==> src/rtl/if_id_stage.sv <==
// IF/ID pipeline register with hazard stall, flush bubble and issue counters.
// Holds one fetched instruction in decode and issues it to EX one cycle after
// fetch unless the forwarding unit flags a hazard or a redirect flushes it.
module if_id_stage #(
  parameter int              WORD_SIZE = 16,
  parameter logic [WORD_SIZE-1:0] NOP_INST = 16'hC000,
  parameter int              MAX_STALL = 3
) (
  input  logic                 clk,
  input  logic                 reset,
  input  logic                 if_valid,
  input  logic [WORD_SIZE-1:0] if_inst,
  input  logic [WORD_SIZE-1:0] if_pc,
  input  logic                 data_hazard,
  input  logic                 flush,
  output logic [WORD_SIZE-1:0] id_inst,
  output logic [WORD_SIZE-1:0] id_pc,
  output logic                 id_valid,
  output logic [WORD_SIZE-1:0] ex_inst,
  output logic                 pc_write,
  output logic [WORD_SIZE-1:0] num_inst,
  output logic [WORD_SIZE-1:0] stall_count,
  output logic                 stall_error
);

  typedef enum logic [1:0] {RUN, STALL, FLUSH} state_t;

  localparam logic [WORD_SIZE-1:0] MAX_STALL_W = WORD_SIZE'(MAX_STALL);

  state_t               state, state_nxt;
  logic                 do_flush;   // redirect: bubble the register
  logic                 do_stall;   // hazard on a real instruction: hold
  logic                 do_load;    // capture the fetch-side word
  logic                 do_drop;    // first cycle after flush: discard fetch
  logic                 issue;      // id_inst goes to EX this cycle
  logic [WORD_SIZE-1:0] cons_cnt;   // consecutive stall cycles, saturating

  // Next-state and per-cycle control; flush beats hazard beats a normal load
  always_comb begin
    state_nxt = state;
    do_flush  = 1'b0;
    do_stall  = 1'b0;
    do_load   = 1'b0;
    do_drop   = 1'b0;
    issue     = 1'b0;
    if (flush) begin
      do_flush  = 1'b1;
      state_nxt = FLUSH;
    end else begin
      case (state)
        FLUSH: begin
          // Fetch word this cycle is wrong-path; keep the bubble
          do_drop   = 1'b1;
          state_nxt = RUN;
        end
        default: begin
          // RUN and STALL share the same decision; only the hazard matters
          if (data_hazard && id_valid) begin
            do_stall  = 1'b1;
            state_nxt = STALL;
          end else begin
            issue     = id_valid;
            do_load   = 1'b1;
            state_nxt = RUN;
          end
        end
      endcase
    end
  end

  assign ex_inst  = issue ? id_inst : NOP_INST;
  assign pc_write = ~do_stall;

  // State register
  always_ff @(posedge clk or posedge reset) begin
    if (reset) state <= RUN;
    else       state <= state_nxt;
  end

  // Decode register: load, hold on stall, bubble on flush or drop
  always_ff @(posedge clk or posedge reset) begin
    if (reset) begin
      id_inst  <= NOP_INST;
      id_pc    <= '0;
      id_valid <= 1'b0;
    end else if (do_flush || do_drop) begin
      id_inst  <= NOP_INST;
      id_valid <= 1'b0;
    end else if (do_load) begin
      id_inst  <= if_inst;
      id_pc    <= if_pc;
      id_valid <= if_valid;
    end
  end

  // Issued-instruction and stall-cycle counters, both wrap naturally
  always_ff @(posedge clk or posedge reset) begin
    if (reset) begin
      num_inst    <= '0;
      stall_count <= '0;
    end else begin
      if (issue)    num_inst    <= num_inst + 1'b1;
      if (do_stall) stall_count <= stall_count + 1'b1;
    end
  end

  // Consecutive-stall watchdog; error is sticky, the stall itself continues
  always_ff @(posedge clk or posedge reset) begin
    if (reset) begin
      cons_cnt    <= '0;
      stall_error <= 1'b0;
    end else if (do_stall) begin
      if (cons_cnt >= MAX_STALL_W) stall_error <= 1'b1;
      if (cons_cnt <= MAX_STALL_W) cons_cnt <= cons_cnt + 1'b1;
    end else begin
      cons_cnt <= '0;
    end
  end

endmodule

==> config.mk <==
export PLATFORM = sky130hd
export DESIGN_NAME = if_id_stage
export DESIGN_NICKNAME = d
export VERILOG_FILES = /design/src/rtl/if_id_stage.sv
export SDC_FILE = /design/constraint.sdc
export NUM_CORES = 1
export LEC_CHECK = 0
export CELL_PAD_IN_SITES_DETAIL_PLACEMENT = 1
export CELL_PAD_IN_SITES_GLOBAL_PLACEMENT = 2
export CORE_AREA = 5 5 97 145
export CTS_CLUSTER_DIAMETER = 80
export DETAILED_ROUTE_END_ITERATION = 10
export DIE_AREA = 0 0 102 150
export HOLD_SLACK_MARGIN = 0.05
export PLACE_DENSITY_LB_ADDON = 0.1
export RECOVER_POWER = 100
export SETUP_SLACK_MARGIN = 0.2
export SLEW_MARGIN = 10
export SYNTH_ARGS = -nofsm -noshare
export SYNTH_HDL_FRONTEND = slang
export SYNTH_SLANG_ARGS = --single-unit
==> constraint.sdc <==
create_clock -name clk -period 3.6 [get_ports clk]
set_input_delay 0.54 -clock clk [delete_from_list [all_inputs] [get_ports clk]]
set_output_delay 0.54 -clock clk [all_outputs]
set_load 0.05 [all_outputs]
# ---- Word-level counts from Yosys, hierarchy flattened
# Index checks and enable logic that the tools add are counted.
dict set report totals {
  register_bits 84
  input_bits 37
  out_inout_bits 83
  word_cells 44
}
dict set report classes {
  addsub 3
  n_lt_le_gt_ge 2
  n_eq_ne 2
  mux 22
  bitwise 2
  n_reduce_logical 5
}
# op n
set op_table {}
lappend op_table {{$mux W16} 5}
lappend op_table {{$add A16 B1 Y16 const B} 3}
lappend op_table {{$ge A16 B2 Y1 const B} 1}
lappend op_table {{$le A16 B2 Y1 const B} 1}
lappend op_table {{$mux W1} 16}
lappend op_table {{$reduce_and A2 Y1} 2}
lappend op_table {{$eq A2 B2 Y1 const B} 1}
lappend op_table {{$mux W2} 1}
lappend op_table {{$ne A2 B1 Y1 const B} 1}
lappend op_table {{$not A1 Y1} 2}
lappend op_table {{$reduce_bool A2 Y1} 1}
lappend op_table {{$logic_and A1 B1 Y1} 1}
lappend op_table {{$logic_or A1 B1 Y1} 1}

# ---- Depth between registers and ports, before layout
# Gate-level depths: netlist of run 1.
dict set report depth {
  ltp_word 6
  mapped_depth 7
  mapped_depth_nobuf 6
}

# ---- Worst setup path before layout of run 1
# No wires, ideal clock.
dict set report synth_path {
  kind {reg-to-output}
  startpoint {reg id_valid}
  endpoint {out ex_inst[10]}
  arrival_ns 1.686
  required_time_ns 3.060
  setup_slack_ns 1.374
  path_stages_with_launch 4
  path_cell_list {dfrtp_1 > nor4b_2 > clkbuf_1 > and2_1}
}
dict set report synth_between {
  elab_chain_cells 5
}
# item line
set synth_lines {}
lappend synth_lines {{from (decl)} 18} ;# output logic id_valid,
lappend synth_lines {{from (signal assigned)} 92} ;# id_valid <= if_valid;
lappend synth_lines {{$logic_and A1 B1 Y1} 58} ;# if (data_hazard && id_valid) begin
lappend synth_lines {{$mux W1 (*)} 58}
lappend synth_lines {{$mux W1 (*)} 50} ;# case (state)
lappend synth_lines {{$mux W1 (*)} 46} ;# if (flush) begin
lappend synth_lines {{$mux W16 (*)} 71} ;# assign ex_inst = issue ? id_inst : NOP_INST;
lappend synth_lines {{to (decl)} 19} ;# output logic [WORD_SIZE-1:0] ex_inst,
# Every way passes the cells marked *; elsewhere a longest branch is shown, timed or not.

# ---- Final worst setup path of run 1
dict set report layout_path {
  startpoint {in flush}
  endpoint {out ex_inst[15]}
}
dict set report layout_between {
  elab_chain_cells 2
}
# item line
set layout_lines {}
lappend layout_lines {{from (decl)} 15} ;# input logic flush,
lappend layout_lines {{$mux W1} 46}
lappend layout_lines {{$mux W16} 71}
# No other way between the ends.

==> reports/metrics.csv, run 1 <==
stage,metric,value,unit
status,outcome,completed,
synth,netlist_top_cells_count,"dfrtp_1 (82), nand2_1 (46), and2_1 (28)",
grt,grt_pass1_vias,3000,
worst_hold_path,worst_hold_path.endpoint,num_inst[15],
cts,worstSkewPairLatency,0.34,ns
cts,cts_hold_buf,0,
cts,cts_setup_buffers,0,
pwr,fin_total_pwr,2.501,mW
pwr,power.share.clock,38.3,%
synth,netlist-cell-type-count,38,
timing,max_slew.worst_pin.slew,0.9400,ns
cts,cts_max_path_buffers,2,
cells_and_area,syn2layout_area_growth,47.68,%
floorplan,die_y,150,µm
timing,fin_crit,2.867,ns
timing,slew_viol_final,0,
synth,synth_area_per_cell,12.12,µm²
floorplan,start_util,28.25,%
worst_setup_path,end_kind,output port,
worst_setup_path,r2r_slack,1.26,ns
synth,yosys.area.top_type,dfrtp_1,
drt,drtIter0Drc,39,
timing,fmax,348.8,MHz
worst_hold_path,holdPathStages,1,
pwr,ir_drop,0.0002115,V
cts,cts_sinks,84,
grt,gr-usage-met1,16.23,%
cts,postCtsResizedCells,0,
grt,met3_usage,4.524,%
floorplan,row_count,51,
placed_design,io_buffer_count,119,
cts,clk_pin_slew_worst_paths,0.06,ns
drt,num_vias,2678,
synth,synthesis.area,3587,µm²
grt,grt_max_degree,62,
synth,synth_top_area_share,57.20,%
synth,postSynthCellCount,296,
worst_setup_path,reg2reg_depth,4,
placed_design,dp.cells,570,
floorplan,core_area,12700,µm²
drt,viasPerCell,4.570,
pwr,p_leak,2.423,nW
pwr,p_seq_share,42.3,%
cells_and_area,final_util,41.72,%
run,drv_cap,0,
cells_and_area,nNetsFinal,462,
timing,hold_ws,0.4700,ns
drt,drtAntennaViolNets,0,
floorplan,die_x,102,µm
synth,ys_async_sr_fraction,100.0,%
timing,hold_viol,0,
synth,synth.yosys.seq_area_share,58.67,%
timing,tns,0,ns
cts,cts_tree,done,
worst_setup_path,cp.arrival,2.33,ns
cts,htreeDepth,3,
synth,synth.most_common_cell,dfrtp_1,
worst_setup_path,crit_fanout,21,
synth,synth_nets,336,
synth,yosys_register_bits,84,
pwr,power.switching,755.2,µW
cts,root_buffer,clkbuf_16,
grt,grt.total_usage,13.60,%
worst_setup_path,critical_path_required,3.06,ns
worst_setup_path,timing.rr.start,id_valid,
grt,busiest_layer,met2,
drt,wl,9680,µm
cells_and_area,nFillCells,1396,
timing,fin_worst_skew,0.008048,ns
timing,post-route-period-util,79.64,%
cells_and_area,diodes,0,
pwr,power.density,472.1,nW/µm²
grt,grt_pass1_wl,15990,µm
synth,yosys-top-cells-area,"dfrtp_1 (57%), xnor2_1 (5.4%), and2_1 (4.9%)",
synth,ys.flop_type,dfrtp_1,
worst_setup_path,crit_type,input port to output port,
worst_hold_path,hold_start,num_inst[15],
grt,gr-total-overflow,0,
timing,setup_viol,0,
cts,cts_made_buffers,9,
synth,synth-edff-count,0,
synth,ys_warn_count,0,
grt,antenna_found_initial,0,
pwr,p_comb_share,19.4,%
pwr,sw_frac_of_total,30.19,%
floorplan,dieArea,15300,µm²
drt,detail_route.wl_per_cell,16.52,µm
worst_setup_path,timing.rr.end,stall_count[13],
timing,rsz0062_at_grt,false,
cells_and_area,drive_gt1_share,11.01,%
floorplan,design.portCount,120,
pwr,power.internal,1.746,mW
worst_hold_path,min_path_type,flop to flop,
timing,relSlewSlack,36.75,%
drt,drc,0,
grt,grtUsageMet2,23.08,%
cells_and_area,instances_no_fill,586,
worst_setup_path,cp-start-kind,input port,
drt,drt_first_pass_iters,4,
placed_design,gp_congestion,0.6976,
placed_design,dp_hpwl,7158,µm
sequential cells by signal (all words and copies together), names as in the netlist:
signal / flops
cons_cnt: 16
id_inst: 16
id_pc: 16
id_valid: 1
num_inst: 16
stall_count: 16
stall_error: 1
state: 2
critical path, cell delays in order:
cell	delay [ns]
dlygate4sd3_1	0.52
clkbuf_1	0.38
nor4b_4	0.10
buf_4	0.22
nand2b_1	0.10
clkbuf_1	0.47
power groups by stage:
stage,combinational (mW),clock [mW],sequential [mW]
2_1_floorplan,0.117,0,1.28
3_3_place_gp,0.531,0,1.08
3_5_place_dp,0.537,0,1.08
4_1_cts,0.539,0.995,1.06
5_1_grt,0.515,1.04,1.07
6_report,0.485,0.959,1.06
layer usage:
layer | routed length (µm) | vias up
met5 | 0 | -
li1 | - | 1259
met2 | 5034 | 75
met1 | 3909 | 1337
met4 | 118 | 0
met3 | 617 | 7
per-stage QoR:
| step | area (µm²) | setup slack (ns) |
|---|---|---|
| after floorplan | 3587 | 0.8982 |
| after global placement | 5090 | 0.9508 |
| after detailed placement | 5090 | 0.9034 |
| after CTS | 5401 | 1.005 |
| after global routing | 5298 | 0.4881 |
| final | 5298 | 0.7328 |
worst max-delay path by stage:
stage / from / to / slack [ns] / cells past startpoint
floorplan: reset / cons_cnt[0] / 0.90 / 1
global placement: data_hazard / stall_count[13] / 0.95 / 5
detailed placement: data_hazard / stall_count[13] / 0.90 / 5
CTS: flush / ex_inst[0] / 1.01 / 6
global route: data_hazard / stall_count[13] / 0.49 / 5
finish: flush / ex_inst[15] / 0.73 / 6
cell type report:
cell class	instances	area, µm²	area share [%]
clock buffers	11	252.7	4.771
clock inverters	5	58.81	1.110
inverters	2	10.01	0.1889
multi-input cells	200	1330	25.11
flip-flops and latches	84	2105	39.73
well taps	159	198.9	3.755
repair buffers	125	1343	25.34
cell families (layout without fill, tap and decap cells):
kind of cell,count (synthesis),count (layout),share of synthesized area [%]
compound gates,18,18,2.616
fa+ha+maj,3,3,1.047
simple gates,130,130,21.07
flops,84,84,58.67
xor+xnor,30,30,7.325
buf+inv,12,143,2.302
mux,19,19,6.976
placed cells by master (no fill, tap or decap), types with 2 or more instances in the layout:
cell,synthesis,layout
a21oi_1,15,15
and2_0,0,19
and2_1,28,9
and4_1,6,6
buf_12,1,14
buf_4,1,2
clkbuf_1,3,7
clkbuf_16,0,9
clkbuf_8,0,2
clkdlybuf4s50_1,0,33
clkinvlp_4,0,2
dfrtp_1,82,82
dfstp_2,2,2
dlygate4sd3_1,0,69
ha_1,3,3
mux2_1,0,9
mux2_2,8,8
nand2_1,46,46
nand2b_1,2,2
nand3_1,12,12
nand4_1,9,9
nand4b_1,2,2
nor2_1,8,8
nor3_1,4,4
nor4_1,3,6
xnor2_1,22,22
xor2_1,8,8
No activity file was read; power rests on OpenSTA's default activity.
==> run 2: changes to the inputs <==
==> constraint.sdc (replaced) <==
create_clock -name clk -period 2.65 [get_ports clk]
set_input_delay 0.3975 -clock clk [delete_from_list [all_inputs] [get_ports clk]]
set_output_delay 0.3975 -clock clk [all_outputs]
set_load 0.05 [all_outputs]
==> run 2 against run 1 <==
Against the previous run:
- non-clock buffer count increased by 1
- die area unchanged
- first-iteration DRC count grew 15%
- final cell count rose by 0.17%
- worst setup slack got worse by 0.52 ns
- highest routed layer unchanged
==> reports/metrics.csv, run 2 (synthesis results as in run 1) <==
stage,metric,value,unit,change
status,outcome,completed,,
floorplan,start_util,28.25,%,unchanged
worst_setup_path,path_cells,dlygate4sd3_1 -> nor4b_4 -> buf_4 -> and2_0 -> buf_12,,
worst_setup_path,r2r_slack,0.58,ns,-0.68 ns
grt,grt.total_usage,13.50,%,-0.096 points
timing,fin_crit,2.438,ns,
grt,antenna_found_initial,0,,unchanged
worst_setup_path,crit_start,data_hazard,,
worst_setup_path,crit_slowest_cell,dlygate4sd3_1,,
worst_setup_path,max_stage_delay,0.65,ns,+0.13 ns
grt,grt_max_degree,85,,+37%
timing,setup_viol,0,,unchanged
cells_and_area,syn2layout_area_growth,47.86,%,
timing,fmax,410.1,MHz,
timing,setup_ws,0.2118,ns,-0.5210 ns
worst_setup_path,path_delay_family,buffers and inverters,,
drt,drtAntennaViolNets,0,,unchanged
worst_setup_path,crit_fanout,21,,unchanged
worst_setup_path,critical_path_required,2.25,ns,-0.81 ns
timing,rsz0062_at_grt,false,,
cells_and_area,diodes,0,,unchanged
cts,cts_sinks,84,,unchanged
cts,htreeDepth,3,,unchanged
grt,grt_pass1_vias,2922,,-2.6%
drt,detail_route.wl_per_cell,16.53,µm,about the same
placed_design,post-place-ws,0.3468,ns,-0.5566 ns
worst_setup_path,path_buf_inv,3,,-1
run,drv_cap,0,,unchanged
worst_setup_path,timing.rr.end,id_pc[15],,
drt,viasPerCell,4.559,,-0.24%
placed_design,io_buffer_count,119,,unchanged
cells_and_area,multiInputGateArea,1346,µm²,+1.2%
floorplan,design.portCount,120,,unchanged
floorplan,die_x,102,µm,unchanged
cts,cts_hold_buf,0,,unchanged
drt,wl,9704,µm,+0.25%
floorplan,die_y,150,µm,unchanged
timing,tns,0,ns,unchanged
timing,slew_viol_final,0,,unchanged
grt,grt_pass1_wl,15900,µm,-0.56%
cts,cts_tree,done,,
worst_hold_path,hold_start,num_inst[15],,
worst_setup_path,cp.arrival,2.04,ns,-0.29 ns
cells_and_area,final_util,41.77,%,+0.049 points
worst_setup_path,reg2reg_depth,4,,unchanged
pwr,p_leak,2.427,nW,+0.17%
worst_hold_path,holdPathStages,1,,unchanged
cells_and_area,nFillCells,1381,,-1.1%
floorplan,core_area,12700,µm²,unchanged
placed_design,dp_hpwl,7082,µm,-1.1%
pwr,ir_drop,0.0002654,V,+25%
drt,num_vias,2676,,-0.075%
drt,drt_first_pass_iters,3,,-1
worst_hold_path,min_path_type,flop to flop,,
timing,max_slew.worst_pin.slew,1.163,ns,+0.2225 ns
worst_hold_path,worst_hold_path.endpoint,num_inst[15],,
cells_and_area,register_area,2105,µm²,unchanged
timing,relSlewSlack,22.50,%,-14 points
drt,drc,0,,unchanged
worst_setup_path,cp-start-kind,input port,,
cells_and_area,mostFrequentLayoutCells,"dfrtp_1 (82), dlygate4sd3_1 (69), nand2_1 (46)",,
floorplan,dieArea,15300,µm²,unchanged
timing,fin_worst_skew,0.007300,ns,-0.0007473 ns
cts,worstSkewPairLatency,0.33,ns,about the same
timing,post-route-period-util,92.01,%,
cells_and_area,nNetsFinal,463,,+0.22%
drt,drtIter0Drc,45,,+15%
floorplan,row_count,51,,unchanged
grt,gr-total-overflow,0,,unchanged
pwr,power.density,620.9,nW/µm²,+32%
cts,cts_setup_buffers,0,,unchanged
placed_design,gp_congestion,0.6914,,-0.89%
worst_setup_path,timing.rr.start,state[1],,
cells_and_area,drive_gt1_share,12.62,%,+1.6 points
cts,root_buffer,clkbuf_16,,
cts,cts_made_buffers,9,,unchanged
cells_and_area,final_common_cell,dfrtp_1,,
worst_setup_path,crit_type,input port to output port,,
cts,clk_pin_slew_worst_paths,0.06,ns,about the same
worst_setup_path,end_kind,output port,,
cts,postCtsResizedCells,0,,unchanged
timing,hold_viol,0,,unchanged
cts,cts_max_path_buffers,2,,unchanged
pwr,fin_total_pwr,3.293,mW,+32%
run 2: per-stage QoR:
stage | cells | hold slack, ns | cell area, µm²
after global routing | 587 | 0.4894 | 5304
after CTS | 587 | 0.4782 | 5398
after detailed placement | 571 | 0.4649 | 5112
after global placement | 571 | 0.4617 | 5112
after floorplan | 296 | 0.4289 | 3591
final | 587 | 0.4637 | 5304
run 2: report_power, final:
| part | internal, mW | switching (mW) | total, mW |
|---|---|---|---|
| sequential | 1.37 | 0.0687 | 1.43 |
| clock | 0.667 | 0.534 | 1.20 |
| combinational | 0.222 | 0.435 | 0.657 |
| total | 2.26 | 1.04 | 3.29 |
run 2: how the worst max path moves through the flow:
stage	to	slack (ns)	depth (start not counted)
final	ex_inst[10]	0.21	5
after global routing	ex_inst[2]	0.13	5
after floorplan	ex_inst[10]	0.57	3
after CTS	ex_inst[10]	0.30	5
after global placement	ex_inst[2]	0.40	5
after detailed placement	ex_inst[10]	0.35	5
run 2: final cells by class:
| class | instances | share of cell area, % |
|---|---|---|
| clock buffers | 10 | 4.506 |
| repair buffers | 126 | 25.60 |
| flip-flops and latches | 84 | 39.68 |
| well taps | 159 | 3.751 |
| multi-input cells | 200 | 25.38 |
| inverters | 2 | 0.2123 |
| clock inverters | 6 | 0.8728 |
run 2: layer usage:
layer	wire [µm]	global-route usage [%]	up-vias
li1	-	-	1251
met1	3924	16.15	1340
met2	5051	23.08	77
met3	596	3.638	8
met4	131	4.728	0
met5	0	0	-
